===== src/rtl/crc_lfsr_param_pkg.sv =====
// Shared types and USB CRC presets for the parametrised CRC engine.
package crc_pkg;

  // Engine mode: fold incoming data, or serialise a latched CRC.
  typedef enum logic {
    ACCUM = 1'b0,
    SHIFT = 1'b1
  } crc_state_t;

  // USB CRC16 (data packets)
  localparam logic [15:0] CRC16_POLY    = 16'h8005;
  localparam logic [15:0] CRC16_RESIDUE = 16'h800D;

  // USB CRC5 (token packets)
  localparam logic [4:0]  CRC5_POLY     = 5'h05;
  localparam logic [4:0]  CRC5_RESIDUE  = 5'h0C;

endpackage


===== src/rtl/crc_lfsr_param_if.sv =====
// Data/handshake bundle between the CRC engine and the surrounding
// serial, bit-stuffing and packet logic.
interface crc_lfsr_param_if #(
  parameter int unsigned WIDTH  = 16,
  parameter int unsigned DATA_W = 1,
  parameter int unsigned CNT_W  = 12
);
  logic              clear;
  logic [DATA_W-1:0] data_in;
  logic              data_valid;
  logic              start_tx;
  logic              tx_ready;
  logic [WIDTH-1:0]  crc;
  logic              crc_ok;
  logic [CNT_W-1:0]  bit_count;
  logic              tx_bit;
  logic              tx_valid;
  logic              tx_done;
  logic              busy;

  // Side that feeds data and consumes the serial CRC.
  modport master (
    output clear, data_in, data_valid, start_tx, tx_ready,
    input  crc, crc_ok, bit_count, tx_bit, tx_valid, tx_done, busy
  );

  // The CRC engine itself.
  modport slave (
    input  clear, data_in, data_valid, start_tx, tx_ready,
    output crc, crc_ok, bit_count, tx_bit, tx_valid, tx_done, busy
  );
endinterface


===== src/rtl/crc_lfsr_param_step.sv =====
// Combinational LFSR update: folds DATA_W bits into the register,
// bit 0 of d first, MSB-feedback (non-reflected) form.
module crc_lfsr_step #(
  parameter int unsigned      WIDTH  = 16,
  parameter logic [WIDTH-1:0] POLY   = WIDTH'(16'h8005),
  parameter int unsigned      DATA_W = 1
) (
  input  logic [WIDTH-1:0]  q,
  input  logic [DATA_W-1:0] d,
  output logic [WIDTH-1:0]  q_next
);

  logic [WIDTH-1:0] acc;

  // Unrolled per-bit shift with conditional polynomial feedback.
  always_comb begin
    acc = q;
    for (int unsigned i = 0; i < DATA_W; i++) begin
      if (acc[WIDTH-1] ^ d[i]) begin
        acc = (acc << 1) ^ POLY;
      end else begin
        acc = acc << 1;
      end
    end
    q_next = acc;
  end

endmodule


===== src/rtl/crc_lfsr_param.sv =====
// Parametrised CRC engine: accumulates input bits, exposes the finished
// CRC and a residue check, and serialises the CRC MSB-first on request.
module crc_lfsr_param
  import crc_pkg::*;
#(
  parameter int unsigned WIDTH   = 16,
  parameter logic [31:0] POLY    = 32'h0000_8005,
  parameter logic [31:0] INIT    = 32'h0000_0000,
  parameter logic [31:0] XOR_OUT = 32'h0000_FFFF,
  parameter logic [31:0] RESIDUE = 32'h0000_800D,
  parameter int unsigned DATA_W  = 1,
  parameter int unsigned CNT_W   = 12
) (
  input logic             clk,
  input logic             n_rst,
  crc_lfsr_param_if.slave bus
);

  localparam logic [WIDTH-1:0] POLY_M    = POLY[WIDTH-1:0];
  localparam logic [WIDTH-1:0] INIT_M    = INIT[WIDTH-1:0];
  localparam logic [WIDTH-1:0] XOR_M     = XOR_OUT[WIDTH-1:0];
  localparam logic [WIDTH-1:0] RESIDUE_M = RESIDUE[WIDTH-1:0];
  localparam int unsigned      IDX_W     = (WIDTH > 2) ? $clog2(WIDTH) : 1;
  localparam logic [IDX_W-1:0] LAST_IDX  = IDX_W'(WIDTH - 1);

  crc_state_t       state, state_n;
  logic [WIDTH-1:0] q, q_n, q_step;
  logic [WIDTH-1:0] shreg, shreg_n;
  logic [CNT_W-1:0] cnt, cnt_n, cnt_sat;
  logic [CNT_W:0]   cnt_sum;
  logic [IDX_W-1:0] idx, idx_n;
  logic             done, done_n;

  crc_lfsr_step #(
    .WIDTH  (WIDTH),
    .POLY   (POLY_M),
    .DATA_W (DATA_W)
  ) u_step (
    .q      (q),
    .d      (bus.data_in),
    .q_next (q_step)
  );

  // Bit counter increment, saturating at all-ones.
  always_comb begin
    cnt_sum = {1'b0, cnt} + (CNT_W + 1)'(DATA_W);
    cnt_sat = cnt_sum[CNT_W] ? '1 : cnt_sum[CNT_W-1:0];
  end

  // Next-state: clear wins over everything; in ACCUM the shift register
  // is loaded from the post-fold value so a same-cycle data beat is
  // included in the transmitted CRC.
  always_comb begin
    state_n = state;
    q_n     = q;
    cnt_n   = cnt;
    shreg_n = shreg;
    idx_n   = idx;
    done_n  = 1'b0;
    if (bus.clear) begin
      state_n = ACCUM;
      q_n     = INIT_M;
      cnt_n   = '0;
      idx_n   = '0;
    end else begin
      unique case (state)
        ACCUM: begin
          if (bus.data_valid) begin
            q_n   = q_step;
            cnt_n = cnt_sat;
          end
          if (bus.start_tx) begin
            shreg_n = q_n ^ XOR_M;
            idx_n   = '0;
            state_n = SHIFT;
          end
        end
        SHIFT: begin
          if (bus.tx_ready) begin
            shreg_n = shreg << 1;
            if (idx == LAST_IDX) begin
              idx_n   = '0;
              done_n  = 1'b1;
              state_n = ACCUM;
            end else begin
              idx_n = idx + 1'b1;
            end
          end
        end
        default: state_n = ACCUM;
      endcase
    end
  end

  // State and datapath registers with asynchronous active-low reset.
  always_ff @(posedge clk or negedge n_rst) begin
    if (!n_rst) begin
      state <= ACCUM;
      q     <= INIT_M;
      cnt   <= '0;
      shreg <= '0;
      idx   <= '0;
      done  <= 1'b0;
    end else begin
      state <= state_n;
      q     <= q_n;
      cnt   <= cnt_n;
      shreg <= shreg_n;
      idx   <= idx_n;
      done  <= done_n;
    end
  end

  assign bus.crc       = q ^ XOR_M;
  assign bus.crc_ok    = (q == RESIDUE_M);
  assign bus.bit_count = cnt;
  assign bus.busy      = (state == SHIFT);
  assign bus.tx_valid  = (state == SHIFT);
  assign bus.tx_bit    = (state == SHIFT) & shreg[WIDTH-1];
  assign bus.tx_done   = done;

endmodule


===== src/flat_wrapper.sv =====
// flat-port wrapper written by rule: the top's interface ports become plain ports
module crc_lfsr_param_flat import crc_pkg::*;
#(
  parameter int unsigned WIDTH   = 16,
  parameter logic [31:0] POLY    = 32'h0000_8005,
  parameter logic [31:0] INIT    = 32'h0000_0000,
  parameter logic [31:0] XOR_OUT = 32'h0000_FFFF,
  parameter logic [31:0] RESIDUE = 32'h0000_800D,
  parameter int unsigned DATA_W  = 1,
  parameter int unsigned CNT_W   = 12
)
  (clk, n_rst, bus_clear, bus_data_in, bus_data_valid, bus_start_tx, bus_tx_ready, bus_crc, bus_crc_ok, bus_bit_count, bus_tx_bit, bus_tx_valid, bus_tx_done, bus_busy);
  crc_lfsr_param_if #(.WIDTH(WIDTH), .DATA_W(DATA_W), .CNT_W(CNT_W)) bus_i ();
  input logic clk;
  input logic n_rst;
  input wire logic [$bits(bus_i.clear)-1:0] bus_clear;
  input wire logic [$bits(bus_i.data_in)-1:0] bus_data_in;
  input wire logic [$bits(bus_i.data_valid)-1:0] bus_data_valid;
  input wire logic [$bits(bus_i.start_tx)-1:0] bus_start_tx;
  input wire logic [$bits(bus_i.tx_ready)-1:0] bus_tx_ready;
  output wire logic [$bits(bus_i.crc)-1:0] bus_crc;
  output wire logic [$bits(bus_i.crc_ok)-1:0] bus_crc_ok;
  output wire logic [$bits(bus_i.bit_count)-1:0] bus_bit_count;
  output wire logic [$bits(bus_i.tx_bit)-1:0] bus_tx_bit;
  output wire logic [$bits(bus_i.tx_valid)-1:0] bus_tx_valid;
  output wire logic [$bits(bus_i.tx_done)-1:0] bus_tx_done;
  output wire logic [$bits(bus_i.busy)-1:0] bus_busy;
  assign bus_i.clear = bus_clear;
  assign bus_i.data_in = bus_data_in;
  assign bus_i.data_valid = bus_data_valid;
  assign bus_i.start_tx = bus_start_tx;
  assign bus_i.tx_ready = bus_tx_ready;
  assign bus_crc = bus_i.crc;
  assign bus_crc_ok = bus_i.crc_ok;
  assign bus_bit_count = bus_i.bit_count;
  assign bus_tx_bit = bus_i.tx_bit;
  assign bus_tx_valid = bus_i.tx_valid;
  assign bus_tx_done = bus_i.tx_done;
  assign bus_busy = bus_i.busy;
  crc_lfsr_param #(.WIDTH(WIDTH), .POLY(POLY), .INIT(INIT), .XOR_OUT(XOR_OUT), .RESIDUE(RESIDUE), .DATA_W(DATA_W), .CNT_W(CNT_W)) u_core (.clk(clk), .n_rst(n_rst), .bus(bus_i));
endmodule

===== config.mk =====
export PLATFORM = sky130hd
export DESIGN_NAME = crc_lfsr_param_flat
export DESIGN_NICKNAME = d
export VERILOG_FILES = /design/src/rtl/crc_lfsr_param_pkg.sv /design/src/rtl/crc_lfsr_param_if.sv /design/src/rtl/crc_lfsr_param_step.sv /design/src/rtl/crc_lfsr_param.sv /design/src/flat_wrapper.sv
export SDC_FILE = /design/constraint.sdc
export NUM_CORES = 1
export LEC_CHECK = 0
export CORE_MARGIN = 1
export CORE_UTILIZATION = 58
export DETAILED_ROUTE_END_ITERATION = 7
export GPL_TIMING_DRIVEN = 1
export PLACE_DENSITY = 0.91
export SLEW_MARGIN = 10
export SYNTH_ARGS = -nofsm -noshare
export SYNTH_HDL_FRONTEND = slang
export SYNTH_SLANG_ARGS = --single-unit

===== constraint.sdc =====
create_clock -name clk -period 3.75 [get_ports clk]
set_input_delay 0.9375 -clock clk [delete_from_list [all_inputs] [get_ports clk]]
set_output_delay 0.9375 -clock clk [all_outputs]
set_load 0.01 [all_outputs]

## Word level (Yosys, flattened, before mapping)

Index checks and enable logic that the tools add are counted.

- Equality and inequality tests: 7
- Mux-type cells: 27
- Reduce and logical (&&, ||, !) cells: 4
- Add/subtract/negate cells: 2
- Bitwise gates (word level): 7

Operators by type and width:

| operator | count |
|---|---|
| 2-to-1 mux 16 bit | 8 |
| 2-to-1 mux 12 bit | 4 |
| NOT 16 bit | 2 |
| case mux 16 bit (2 select lines) | 1 |
| == test 16 bit, second input constant | 1 |
| 2-to-1 mux 4 bit | 4 |
| adder 12 x 1 -> 13 bit, second input constant | 1 |
| 2-to-1 mux 1 bit | 8 |
| case mux 4 bit (2 select lines) | 1 |
| != test 2 bit, second input constant | 3 |
| != test 3 bit, second input constant | 2 |
| adder 4 x 1 -> 4 bit, second input constant | 1 |
| == test 4 bit, second input constant | 1 |
| AND reduction 2 bit | 2 |
| NOT 3 bit | 1 |
| AND reduction 3 bit | 1 |
| NOT 1 bit | 2 |
| case mux 1 bit (2 select lines) | 1 |
| nonzero test 2 bit | 1 |
| AND 1 bit | 1 |
| XOR 1 bit | 1 |

- Register bits: 50
- Input port bits: 7

## Depth between registers and ports, before layout

Gate-level depths: netlist of run 1.

- Word-level depth: 8
- Depth in mapped cells: 6

## Cells and area by module

A second synthesis of run 1 with hierarchy kept.

- Cells, all modules: 320
- Area, all modules: 2801.4 µm²

By module, submodules not included:

| module | cells an instance | area each (µm²) | times used |
|---|---|---|---|
| crc_lfsr_param | 304 | 2647.5 | 1 |
| crc_lfsr_step | 16 | 153.9 | 1 |

## Worst setup path after synthesis of run 1

No wires, ideal clock.

- Kind: reg-to-output
- Start: reg u_core.state, in the netlist u_core.bus.busy
- End: out bus_tx_bit
- Slack: 1.769 ns
- Cell stages (with the launch flop): 4
- Data arrival time: 1.043 ns
- Data required time: 2.812 ns
- Path buffers: 2
- Path through: dfrtp_1 buf_2 clkbuf_1 and2_1

- Longest elaborated chain between the ends: 1

Ends and longest elaborated chain:

| what | RTL line | RTL |
|---|---|---|
| start, declared | crc_lfsr_param.sv:26 | `crc_state_t state, state_n;` |
| start signal, assigned | crc_lfsr_param.sv:105 | `state <= state_n;` |
| AND 1 bit | crc_lfsr_param.sv:119 | `assign bus.tx_bit = (state == SHIFT) & shreg[WIDTH-1];` |
| end, declared | flat_wrapper.sv:24 | `output wire logic [$bits(bus_i.tx_bit)-1:0] bus_tx_bit;` |

Every way passes these cells.

## Worst setup path in the final report of run 1

- Start: reg u_core.q[14]
- End: out bus_crc_ok

- Longest elaborated chain between the ends: 1

Ends and longest elaborated chain:

| what | RTL line | RTL |
|---|---|---|
| start, declared | crc_lfsr_param.sv:27 | `logic [WIDTH-1:0] q, q_n, q_step;` |
| start signal, assigned | crc_lfsr_param.sv:106 | `q <= q_n;` |
| == test 16 bit | crc_lfsr_param.sv:115 | `assign bus.crc_ok = (q == RESIDUE_M);` |
| end, declared | flat_wrapper.sv:22 | `output wire logic [$bits(bus_i.crc_ok)-1:0] bus_crc_ok;` |

Every way passes these cells.

==> flow_summary.ini, run 1 <==
[outcome]
status = finished, final reports clean

[synth]
ys_types = 39
yosys_warnings = 0
ys_seq_area_share_pct = 47.85
ys_seq_elements = 50
synth_top_area_share_pct = 47.85
synth.most_common_cell = dfrtp_1
syn_inst = 300
synthFlopType = dfrtp_1
synth_area_leaders = dfrtp_1 (48%), a21oi_1 (9.0%), a211oi_1 (5.2%), nand2_1 (5.2%), nor2_1 (4.4%)
synth_fp_nets = 309
synthXorXnorAreaFrac_pct = 2.249
synth_top_cells_by_count = dfrtp_1 (50), a21oi_1 (47), nand2_1 (36), nor2_1 (31)
synthAdderAreaFrac_pct = 0.9569
synth_top_family_by_area = compound AO/OA/AOI/OAI gates
synth-compound-area-share_pct = 21.24
netlist_area_um2 = 2615
synth-simple-area-share_pct = 20.91
syn_area_per_cell_um2 = 8.717
synth_mux_area_share_pct = 0.3828
yosys.area.top_type = dfrtp_1
ys_async_sr_fraction_pct = 100.0
synth_edf_count = 0

[worst_setup_path]
r2r_start = u_core.bus.busy
start_kind = flip-flop
reg2reg_depth = 5
end_kind = primary output
worstPathMaxFanout = 5
arrival_ns = 1.96
path_class = flip-flop to primary output
required_ns = 2.81
timing.rr.end = u_core.idx[1]
r2r_slack_ns = 1.84

[global_routing]
grt_pass1_vias = 1971
antenna_found_initial = 0
grt_usage_pct = 25.33
grt_start_max_net_pins = 45
grt_pass1_wl_mm = 9.722
overflow = 0

[sta]
slew_headroom_pct = 48.71
finalCriticalPeriod_ns = 2.894
grt_setup_unrepaired = no
setup_ws_ns = 0.8558
final.setup.tns_ns = 0
whs_ns = 0.5316
final_max_slew_viol_count = 0
setup_violations = 0
finalHoldViolCount = 0
tightest_slew_ns = 0.7693
fmax_mhz = 345.5
fin_crit_sh_pct = 77.18
fin_skew_ns = 0.005035

[finish]
diodes = 0
area_delta_synth_final_pct = 18.33
final_nets = 340
drive_gt1_share_pct = 5.740
design_area_um2 = 3094
final_util_pct = 71.06

[cts]
cts-resized-gates = 0
ctsHoldBuffers = 0
insertion_delay_ns = 0.30
clk_pin_slew_ns = 0.08
cts_root_buf = clkbuf_8
h-tree-depth = 2
clockBufferDepth = 2
cts_buffers = 5
post_cts_buffers = 0
cts.sinks = 50
cts_tree = built

[routing]
first_pass_iters = 5
post_drt_wl_per_cell_um = 15.04
met2WireLength_mm = 2.835
wl_met3_um = 273
drt.antenna.violating_nets = 0
vias_per_cell = 5.809
drc = 0
finalWirelength_mm = 5.759
drt_iter0_drc = 283
vias = 2225
wl_met1_mm = 2.591
top_layer = met4

[place]
port_buffers = 39
dp_hpwl_mm = 3.942
gp_congestion = 0.8127
preCtsSetupSlack_ns = 1.045
placed_area_um2 = 3018

[die]
die_area_um2 = 4781
initial_core_util_pct = 60.06
coreArea_um2 = 4354
placementRows = 24
dieHeight_um = 69.15
die_w_um = 69.15
ios = 40

[worst_hold_path]
hp-class = flip-flop to flip-flop
min_to = u_core.idx[0]
holdPathStages = 1
min_from = u_core.idx[0]

[run]
max_cap_viol_count = 0

[power]
p_leak_nw = 1.242
ir_worst_vdd_mv = 0.2343
power_density_nw_per_um2 = 340.7
[per-layer routing]
metal | track usage, % | vias to the layer above
met5 | 0 | -
met4 | 7.029 | 0
met1 | 37.35 | 1052
met2 | 37.97 | 62
met3 | 5.409 | 6
li1 | - | 1105
[critical path, cell delays in order, from the launching register on]
cell and delay (ns):
dfrtp_1 0.44, nor4_1 0.37, nand2_1 0.12, nor3_1 0.17, clkdlybuf4s50_1 0.56
[logic make-up after synthesis]
family / after synthesis
simple gates: 111
compound gates: 91
flops: 50
buf+inv: 40
xor+xnor: 5
fa+ha+maj: 2
mux: 1
[layout by cell type (no fill, tap or decap), types with 2 or more instances in the layout]
cell type	instances
a211oi_1	18
a21oi_1	47
a31oi_1	7
and3_1	4
buf_4	7
clkbuf_1	2
clkbuf_8	5
clkdlybuf4s50_1	38
dfrtp_1	50
ha_1	2
inv_1	18
nand2_1	36
nand3_1	7
nand3b_1	2
nand4_1	3
nor2_1	31
nor2b_1	15
nor3_1	4
nor4_1	2
o21ai_0	7
o21bai_1	4
o221a_2	2
xnor2_1	2
xor2_1	2
[metrics by stage]
step,power (mW),std cells
final,1.054,383
after global routing,1.111,383
after CTS,1.055,383
after floorplan,0.7111,300
after detailed placement,0.7705,376
after global placement,0.7624,376
[where the power goes]
group,switching [mW],internal (mW),total (mW)
clock,0.163,0.129,0.292
sequential,0.0287,0.576,0.604
combinational,0.0918,0.0659,0.158
[how the worst max path moves through the flow]
stage	startpoint	to	slack [ns]	cells after the start
after floorplan	u_core.bus.busy	bus_tx_bit	1.77	3
after global placement	bus_data_valid	u_core.bus.bit_count[3]	1.11	5
after detailed placement	bus_data_valid	u_core.bus.bit_count[3]	1.05	5
after CTS	u_core.q[11]	bus_crc_ok	0.87	4
after global routing	u_core.q[14]	bus_crc_ok	0.79	4
final	u_core.q[14]	bus_crc_ok	0.86	4
[layout make-up]
cell class	instances	area (µm²)
Timing Repair Buffer	46	437.9
Tap cell	52	65.06
Inverter	18	67.56
Multi-Input combinational cell	210	1196
Fill cell	304	1260
Sequential cell	50	1251
Clock buffer	7	76.32
[state kept, by name, summed over array words and instances, names as in the netlist]
register and cells:
u_core.q 16, u_core.shreg 16, u_core.bus.bit_count 12, u_core.idx 4
u_core.bus.busy 1, u_core.bus.tx_done 1
No activity file was read; power rests on OpenSTA's default activity.
==> inputs of run 2 (changes only) <==
--- a/config.mk
+++ b/config.mk
@@ -6,10 +6,10 @@
 export NUM_CORES = 1
 export LEC_CHECK = 0
 export CORE_MARGIN = 1
-export CORE_UTILIZATION = 58
+export CORE_UTILIZATION = 48
 export DETAILED_ROUTE_END_ITERATION = 7
 export GPL_TIMING_DRIVEN = 1
-export PLACE_DENSITY = 0.91
+export PLACE_DENSITY = 0.81
 export SLEW_MARGIN = 10
 export SYNTH_ARGS = -nofsm -noshare
 export SYNTH_HDL_FRONTEND = slang
==> constraint.sdc (replaced) <==
create_clock -name clk -period 2.5 [get_ports clk]
set_input_delay 0.625 -clock clk [delete_from_list [all_inputs] [get_ports clk]]
set_output_delay 0.625 -clock clk [all_outputs]
set_load 0.01 [all_outputs]
==> run 2 against run 1 <==
Register-to-register slack worse by 1.2 ns. Critical path depth down 2. Highest routed layer unchanged. Utilization down 9.4 points. Critical path type unchanged. Clock power up 58%. Largest cell class unchanged.
==> flow_summary.ini, run 2 (synthesis gave the netlist of run 1 again) <==
[outcome]
status = finished, final reports clean

[cts]
post_cts_buffers = 0
h-tree-depth = 2
clockBufferDepth = 2
insertion_delay_ns = 0.31
cts-resized-gates = 0
ctsHoldBuffers = 0
cts_root_buf = clkbuf_8
cts_tree = built
clk_pin_slew_ns = 0.09
cts.sinks = 50
cts_buffers = 5

[place]
gp_congestion = 0.8674
preCtsSetupSlack_ns = 0.3515
dp_hpwl_mm = 3.982
placed_area_um2 = 3093
port_buffers = 39

[worst_hold_path]
hp-class = primary input to asynchronous set/reset pin

[global_routing]
grt_start_max_net_pins = 51
grt_usage_pct = 22.36
antenna_found_initial = 0
grt_pass1_wl_mm = 9.618
overflow = 0
grt_pass1_vias = 2059

[sta]
fmax_mhz = 454.8
whs_ns = 0.4169
fin_crit_sh_pct = 87.96
final_max_slew_viol_count = 0
setup_ws_ns = 0.3010
tightest_slew_ns = 0.6249
finalCriticalPeriod_ns = 2.199
finalHoldViolCount = 0
setup_violations = 0
fin_skew_ns = 0.01051
grt_setup_unrepaired = no
final.setup.tns_ns = 0
slew_headroom_pct = 58.34

[finish]
diodes = 0
drive_gt1_share_pct = 7.530
design_area_um2 = 3192
area_delta_synth_final_pct = 22.06
final_cell_mix = dfrtp_1 (49), a21oi_1 (47), clkdlybuf4s50_1 (37), nand2_1 (36), nor2_1 (31)
final_nets = 342
layout_commonest_cell = dfrtp_1

[die]
initial_core_util_pct = 50.56
ios = 40
die_w_um = 75.81
coreArea_um2 = 5172
die_area_um2 = 5747
dieHeight_um = 75.81
placementRows = 26

[routing]
drt_iter0_drc = 240
vias = 2246
post_drt_wl_per_cell_um = 14.53
drc = 0
finalWirelength_mm = 5.841
first_pass_iters = 4
drt.antenna.violating_nets = 0
vias_per_cell = 5.587

[worst_setup_path]
worstPathMaxFanout = 12
start_kind = flip-flop
r2r_slack_ns = 0.65
path_class = flip-flop to primary output
required_ns = 1.88
r2r_start = u_core.bus.busy
arrival_ns = 1.57
reg2reg_depth = 5
end_kind = primary output
timing.rr.end = u_core.idx[1]

[power]
p_leak_nw = 1.289
ir_worst_vdd_mv = 0.3011
power_density_nw_per_um2 = 505.4

[run]
max_cap_viol_count = 0
-- run 2: worst max-delay path, cell delays in order (launching register included) --
cell             delay, ns
dfrtp_1               0.57
and2_1                0.18
clkdlybuf4s50_1       0.53
-- run 2: how the worst max path moves through the flow --
stage / start / end / slack (ns) / cells after the start
after global routing: u_core.bus.busy / bus_tx_bit / 0.17 / 2
after floorplan: u_core.bus.busy / bus_tx_bit / 0.83 / 3
final: u_core.bus.busy / bus_tx_bit / 0.30 / 2
after CTS: u_core.q[11] / bus_crc_ok / 0.05 / 4
after global placement: bus_data_valid / u_core.bus.bit_count[9] / 0.38 / 6
after detailed placement: bus_data_valid / u_core.bus.bit_count[11] / 0.35 / 6
-- run 2: area by class of cell --
class / count / area [µm²]
Timing Repair Buffer: 48 / 493.0
Fill cell: 443 / 1981
Multi-Input combinational cell: 210 / 1209
Tap cell: 70 / 87.58
Sequential cell: 50 / 1252
Clock buffer: 6 / 82.58
Inverter: 18 / 67.56
-- run 2: stage by stage --
| step | std cells | utilization, % | power [mW] |
|---|---|---|---|
| finish | 402 | 61.71 | 1.613 |
| global route | 402 | 61.71 | 1.696 |
| CTS | 402 | 61.39 | 1.622 |
| detailed placement | 396 | 59.80 | 1.167 |
| global placement | 396 | 59.80 | 1.159 |
| floorplan | 300 | - | 1.067 |
-- run 2: where the power goes --
| group | leakage, nW | internal (mW) | switching (mW) |
|---|---|---|---|
| clock | 0.0431 | 0.214 | 0.248 |
| combinational | 0.611 | 0.108 | 0.137 |
| sequential | 0.635 | 0.863 | 0.0430 |
| total | 1.29 | 1.19 | 0.428 |
-- run 2: per-layer routing --
layer	global-route usage (%)	part of all wire (%)
met4	7.819	1.4
met2	35.79	49
met3	4.101	3.1
met5	0	0
met1	30.55	46
